==> config.mk <==
export PLATFORM = sky130hd
export DESIGN_NAME = fir_lowpass_interpolator
export DESIGN_NICKNAME = d
export VERILOG_FILES = /design/src/rtl/fir_lowpass_interpolator.sv
export SDC_FILE = /design/constraint.sdc
export NUM_CORES = 2
export LEC_CHECK = 0
export ABC_AREA = 1
export BUFFER_PORTS_ARGS = -buffer_cell sky130_fd_sc_hd__buf_2
export CELL_PAD_IN_SITES_DETAIL_PLACEMENT = 1
export CELL_PAD_IN_SITES_GLOBAL_PLACEMENT = 1
export CORE_MARGIN = 2
export CORE_UTILIZATION = 50
export CTS_CLUSTER_SIZE = 28
export DETAILED_ROUTE_END_ITERATION = 8
export PLACE_DENSITY = 0.77
export SETUP_SLACK_MARGIN = 0.4
export SYNTH_ARGS = -nofsm -noshare
export SYNTH_HDL_FRONTEND = slang
export SYNTH_SLANG_ARGS = --single-unit
==> constraint.sdc <==
create_clock -name clk -period 8.1 [get_ports clk]
set_input_delay 0.405 -clock clk [delete_from_list [all_inputs] [get_ports clk]]
set_output_delay 0.405 -clock clk [all_outputs]
set_load 0.05 [all_outputs]
==> src/rtl/fir_lowpass_interpolator.sv <==
// Polyphase symmetric-FIR interpolator (x M) sharing one MAC; half-length coefficient RAM.
// Define FIR_INTERP_ROUND_EN to round half up before saturation instead of truncating.
module fir_lowpass_interpolator #(
    parameter int ORD         = 255,
    parameter int M           = 8,
    parameter int D           = 100,
    parameter int COEFF_SIZE  = 16,
    parameter int SAMPLE_SIZE = 16
) (
    input  logic                       clk,
    input  logic                       rst,
    input  logic [SAMPLE_SIZE-1:0]     din,
    output logic [SAMPLE_SIZE-1:0]     dout,
    input  logic                       c_we,
    input  logic [COEFF_SIZE-1:0]      c_in,
    input  logic [$clog2(ORD+1)-1:0]   c_addr
);
    localparam int TAPS   = ORD + 1;
    localparam int HALF   = TAPS / 2;
    localparam int T      = TAPS / M;
    localparam int KW     = $clog2(TAPS);
    localparam int HW     = $clog2(HALF);
    localparam int TW     = $clog2(T);
    localparam int DW     = $clog2(D);
    localparam int PW     = (M > 1) ? $clog2(M) : 1;
    localparam int PROD_W = COEFF_SIZE + SAMPLE_SIZE;
    localparam int AW     = PROD_W + TW;
    localparam logic signed [AW-1:0] SAT_MAX = AW'(2**(SAMPLE_SIZE-1) - 1);
    localparam logic signed [AW-1:0] SAT_MIN = AW'(-(2**(SAMPLE_SIZE-1)));

    logic [COEFF_SIZE-1:0]   coeff_mem [HALF];
    logic [DW-1:0]           div_cnt_q, div_cnt_d;
    logic [PW-1:0]           phase_q, phase_d;
    logic [SAMPLE_SIZE-1:0]  x_q [T];
    logic [SAMPLE_SIZE-1:0]  x_d [T];
    logic [COEFF_SIZE-1:0]   mac_c_q, mac_c_d;
    logic [SAMPLE_SIZE-1:0]  mac_x_q, mac_x_d;
    logic [AW-1:0]           acc_q, acc_d;
    logic [SAMPLE_SIZE-1:0]  dout_q, dout_d;

    logic [TW-1:0]           tap_j;
    logic [KW-1:0]           tap_k;
    logic [HW-1:0]           coeff_addr;
    logic signed [PROD_W-1:0] prod;
    logic signed [AW-1:0]    acc_r;
    logic signed [AW-1:0]    shifted;
    logic [SAMPLE_SIZE-1:0]  sat_val;

    assign dout = dout_q;

    // Upper half of the symmetric response is folded onto the stored half: h[k] = h[ORD-k].
    always_comb begin
        tap_j      = TW'(div_cnt_q - 1'b1);
        tap_k      = KW'(tap_j) * KW'(M) + KW'(phase_q);
        coeff_addr = (tap_k >= KW'(HALF)) ? HW'(KW'(ORD) - tap_k) : HW'(tap_k);
        prod       = PROD_W'($signed(mac_c_q)) * PROD_W'($signed(mac_x_q));
`ifdef FIR_INTERP_ROUND_EN
        acc_r      = $signed(acc_q) + (AW'(1) <<< (COEFF_SIZE - 2));
`else
        acc_r      = $signed(acc_q);
`endif
        shifted    = acc_r >>> (COEFF_SIZE - 1);
        if (shifted > SAT_MAX)
            sat_val = {1'b0, {(SAMPLE_SIZE-1){1'b1}}};
        else if (shifted < SAT_MIN)
            sat_val = {1'b1, {(SAMPLE_SIZE-1){1'b0}}};
        else
            sat_val = shifted[SAMPLE_SIZE-1:0];
    end

    // Pipeline: operand fetch at div_cnt 1..T, accumulate at 2..T+1, dout loads at T+2 (visible at T+3).
    always_comb begin
        div_cnt_d = div_cnt_q;
        phase_d   = phase_q;
        x_d       = x_q;
        mac_c_d   = mac_c_q;
        mac_x_d   = mac_x_q;
        acc_d     = acc_q;
        dout_d    = dout_q;
        if (c_we) begin
            div_cnt_d = '0;
            phase_d   = '0;
        end else begin
            if (div_cnt_q == DW'(D - 1)) begin
                div_cnt_d = '0;
                phase_d   = (phase_q == PW'(M - 1)) ? '0 : phase_q + 1'b1;
            end else begin
                div_cnt_d = div_cnt_q + 1'b1;
            end
            if (div_cnt_q == '0 && phase_q == '0) begin
                x_d[0] = din;
                for (int unsigned j = 1; j < T; j++)
                    x_d[j] = x_q[j-1];
            end
            if (div_cnt_q >= DW'(1) && div_cnt_q <= DW'(T)) begin
                mac_c_d = coeff_mem[coeff_addr];
                mac_x_d = x_q[tap_j];
            end
            if (div_cnt_q <= DW'(1))
                acc_d = '0;
            else if (div_cnt_q <= DW'(T + 1))
                acc_d = acc_q + {{TW{prod[PROD_W-1]}}, prod};
            if (div_cnt_q == DW'(T + 2))
                dout_d = sat_val;
        end
    end

    always_ff @(posedge clk) begin
        if (c_we && c_addr < KW'(HALF))
            coeff_mem[c_addr[HW-1:0]] <= c_in;
    end

    always_ff @(posedge clk) begin
        if (rst) begin
            div_cnt_q <= '0;
            phase_q   <= '0;
            x_q       <= '{default: '0};
            mac_c_q   <= '0;
            mac_x_q   <= '0;
            acc_q     <= '0;
            dout_q    <= '0;
        end else begin
            div_cnt_q <= div_cnt_d;
            phase_q   <= phase_d;
            x_q       <= x_d;
            mac_c_q   <= mac_c_d;
            mac_x_q   <= mac_x_d;
            acc_q     <= acc_d;
            dout_q    <= dout_d;
        end
    end
endmodule

==> summary by stage <==
Setup path
At the worst endpoint, the required time is 8.80 ns. The most frequent cell on the critical path is fa_1. For the worst setup path, the data arrival time is 8.15 ns. On the worst path, the slowest cell contributes a delay of 0.56 ns. The critical path in this run is classified as reg2reg. The largest individual stage delay along the critical path comes from the cell fa_1. The kind of end point of the critical path is a flop. STA classifies the critical path startpoint as a flop. Along the worst path, the maximum fanout reaches 10.

Clock network
The number of buffers on the longest clock path is 4. TritonCTS built the clock tree. The TritonCTS sink count is 2655.

The post-CTS clock slew at the launch and capture registers of the worst setup and hold paths is 0.06 ns. The source-to-sink clock delay at the later pin of the worst-skew pair is 0.99 ns. Buffers inserted during clock tree synthesis total 302. The level count of the clock H-tree is 5. The root buffer selected by CTS is clkbuf_16.

Run status
The run finished with clean final reports.

Yosys
The share of the yosys chip area belonging to registers is 0.602. The number of nets produced by synthesis is 12500. In this run the cell area of the synthesized design comes to 0.122 mm2. After synthesis the netlist holds a flip-flop and latch count of 2655. The number of enable-type register cells in the synthesized netlist is 2048. Among all flip-flop cells after synthesis, the most frequent one is edfxtp_1. During synthesis, Yosys emitted a total of 0 warnings. The async set-reset flop share out of synthesis is 0. The synthesized instance count is 12100. Each instance of the synthesized netlist takes up on average 10.1 um2. Yosys mapped the design onto 49 distinct sky130hd cell types.

Place
The instance area at placement is 0.126 mm2. The congestion estimate from routability-driven global placement came to 0.880. The HPWL after detailed placement is 234000 um. The quantity of I/O buffers inserted on ports is 58. The number of placed instances with taps included is 14800.

Pwr
Dividing total power by cell area gives a power density of 240 mW/mm2. The worst voltage drop across the vdd grid is 0.226 mV. In this run the static leakage power is 50.6 nW. Overall power consumption after layout is estimated at 32.6 mW.

Drt
The count of nets left with antenna violations once routing finished came out at 0. The first-pass iteration count of the detailed router is 6. The per-cell routed wire length is 26.3 um.

In the routed design, unresolved DRC markers number 0. The detailed-route via count is 94000. After detailed routing, the total wire length is 402000 um.

The number of DRC markers after the initial detailed-route iteration is 9365. The via-per-instance ratio is 6.13.

GRT
The pin count of the biggest net entering global routing is 273. The number of antenna violations at the first check in global routing is 12. In the global route stage, overall resource usage came out at 0.318. The number of global-route vias before repair was 99900. The wire length of the first global-routing pass is 610000 um.

The remaining global-route overflow is 0.

Layout
The area growth from synthesis to layout is 11.0%. Once layout is done, the placed cells without fillers occupy 0.136 mm2. The share of cells above drive strength 1 is 0.0786. The number of nets in the layout is 12300.

The final cell count without fillers is 15300.

STA
Setup repair after global routing left no endpoint under its margin. The final-report hold violation count is 0. For the finished layout, the period the worst path requires is 7.45 ns.

The transition at the pin with the smallest max-transition slack is 1.26 ns. The worst pin sits at a relative slew slack of 0.162. The count of pins over their slew limit is 0.

The portion of the clock cycle consumed by the worst path in the final layout is 0.920. The final setup skew is 0.120 ns. Setup violations remaining at the end of the flow were counted as 0. The highest clock frequency the design can meet is 0.134 GHz.

Die
For this configuration, the core starts out at a cell density of 0.503. Pin placement for this block handled 59 I/O pins. In this run the vertical extent of the chip is 499 um. After floorplanning, the core was sized to cover 0.243 mm2.

From left edge to right edge, the die measures 499 um. The row count is 181. The floorplan step defined a die boundary enclosing 0.249 mm2.

Min path
The type of the worst min-delay path is in2reg.

Run
The max-capacitance violation count is 0.
## layout make-up
| cell class | instances | area [um2] |
|---|---|---|
| well taps | 3202 | 4010 |
| multi-input cells | 7457 | 41400 |
| inverters | 1068 | 4050 |
| flip-flops and latches | 2655 | 73700 |
| clock buffers | 399 | 8210 |
| clock inverters | 117 | 871 |
| diodes | 9 | 22.5 |
| fillers | 26100 | 107000 |
| repair buffers | 422 | 3510 |
## routing by layer
metal	vias to the layer above	routed length, um	GRT usage
li1	41600	-	-
met1	47800	158000	0.406
met2	3659	197000	0.541
met3	984	26500	0.0402
met4	0	20400	0.149
met5	-	0	0
## worst max-delay path, delay by kind of cell, from the launching register on
family	cells	cell delay, ns
adder cells (fa/ha/maj)	8	3.71
buffers and inverters	10	1.25
AND/OR/NAND/NOR	8	1.03
AO/OA/AOI/OAI	4	0.63
flip-flops	1	0.44
XOR/XNOR	1	0.17
## logic make-up after synthesis
group / synth area share
xor+xnor: 0.00371
compound gates: 0.0684
simple gates: 0.205
buf+inv: 0.0646
flops: 0.602
fa+ha+maj: 0.0561
## stage by stage
stage                     hold WS, ns  setup slack (ns)   util  TNS [ns]
after global routing           0.0506             0.341  0.558         0
after floorplan                 0.444             0.855      -         0
after CTS                      0.0276             0.390  0.556         0
after global placement          0.449             0.237  0.517         0
final                          0.0760             0.647  0.558         0
after detailed placement        0.456           -0.0658  0.517    -0.136
## report_power, final
part / internal (mW) / switching [mW]
combinational: 1.30 / 3.23
clock: 7.41 / 5.51
sequential: 14.9 / 0.197
## synthesized netlist by cell type, drive strengths merged, types with 5 or more instances
| library cell | number | area share |
|---|---|---|
| a211oi | 515 | 0.032 |
| a21boi | 10 | 0.00061 |
| a21o | 6 | 0.00037 |
| a21oi | 398 | 0.016 |
| a221oi | 9 | 0.00064 |
| a311oi | 12 | 0.00086 |
| a31oi | 40 | 0.0020 |
| and3 | 15 | 0.00077 |
| buf | 458 | 0.018 |
| clkbuf | 436 | 0.013 |
| dfxtp | 607 | 0.099 |
| edfxtp | 2048 | 0.50 |
| fa | 263 | 0.043 |
| ha | 128 | 0.013 |
| inv | 1066 | 0.033 |
| nand2 | 1951 | 0.060 |
| nand3 | 2880 | 0.12 |
| nand4 | 18 | 0.00092 |
| nor2 | 731 | 0.023 |
| nor3 | 21 | 0.00086 |
| nor4 | 15 | 0.00077 |
| o211ai | 6 | 0.00037 |
| o21a | 12 | 0.00074 |
| o21ai | 336 | 0.014 |
| o21bai | 5 | 0.00031 |
| or2 | 18 | 0.00092 |
| xnor2 | 23 | 0.0016 |
| xor2 | 28 | 0.0021 |
## cells in the final DEF (no fill, tap or decap), types with 20 or more instances in the layout
cell type and instances:
nand3_1 2876, edfxtp_1 2048, nand2_1 1937, inv_1 1049
nor2_1 722, dfxtp_1 579, a211oi_1 513, a21oi_1 380
o21ai_0 327, buf_4 322, clkbuf_16 306, fa_1 255
ha_1 113, clkbuf_1 73, clkinv_1 53, clkinv_2 42
buf_2 41, a31oi_1 37, buf_12 28, xor2_1 25
dlygate4sd3_1 24, xnor2_1 21, clkbuf_8 20
## final timing paths
| check | startpoint | to | slack (ns) | cells after the start |
|---|---|---|---|---|
| setup reg to reg | mac_x_q[6]$_SDFFE_PP0P_ | acc_q[35]$_SDFFE_PP0P_ | 0.65 | 31 |
| hold reg to reg | x_q[392]$_SDFFE_PP0P_ | x_q[376]$_SDFFE_PP0P_ | 0.45 | 2 |
| setup / recovery | mac_x_q[6]$_SDFFE_PP0P_ | acc_q[35]$_SDFFE_PP0P_ | 0.65 | 31 |
| hold / removal | c_in[7] | coeff_mem[11][7]$_DFFE_PP_ | 0.08 | 1 |
## sequential cells by signal, summed over array words and instances (netlist names)
register	cells
acc_q	37
coeff_mem	2048
div_cnt_q	7
dout	16
mac_c_q	16
mac_x_q	16
phase_q	3
x_q	512
## repair_timing
| item | CTS | global route |
|---|---|---|
| hold endpoints to repair | 132 | 0 |
| pin swaps | 1 | 23 |
| setup endpoints to repair | 19 | 19 |
| hold buffers | 24 | 0 |
| gates resized for setup | 29 | 114 |
| setup buffers | 1 | 11 |
(Power assumes the default switching activity.)
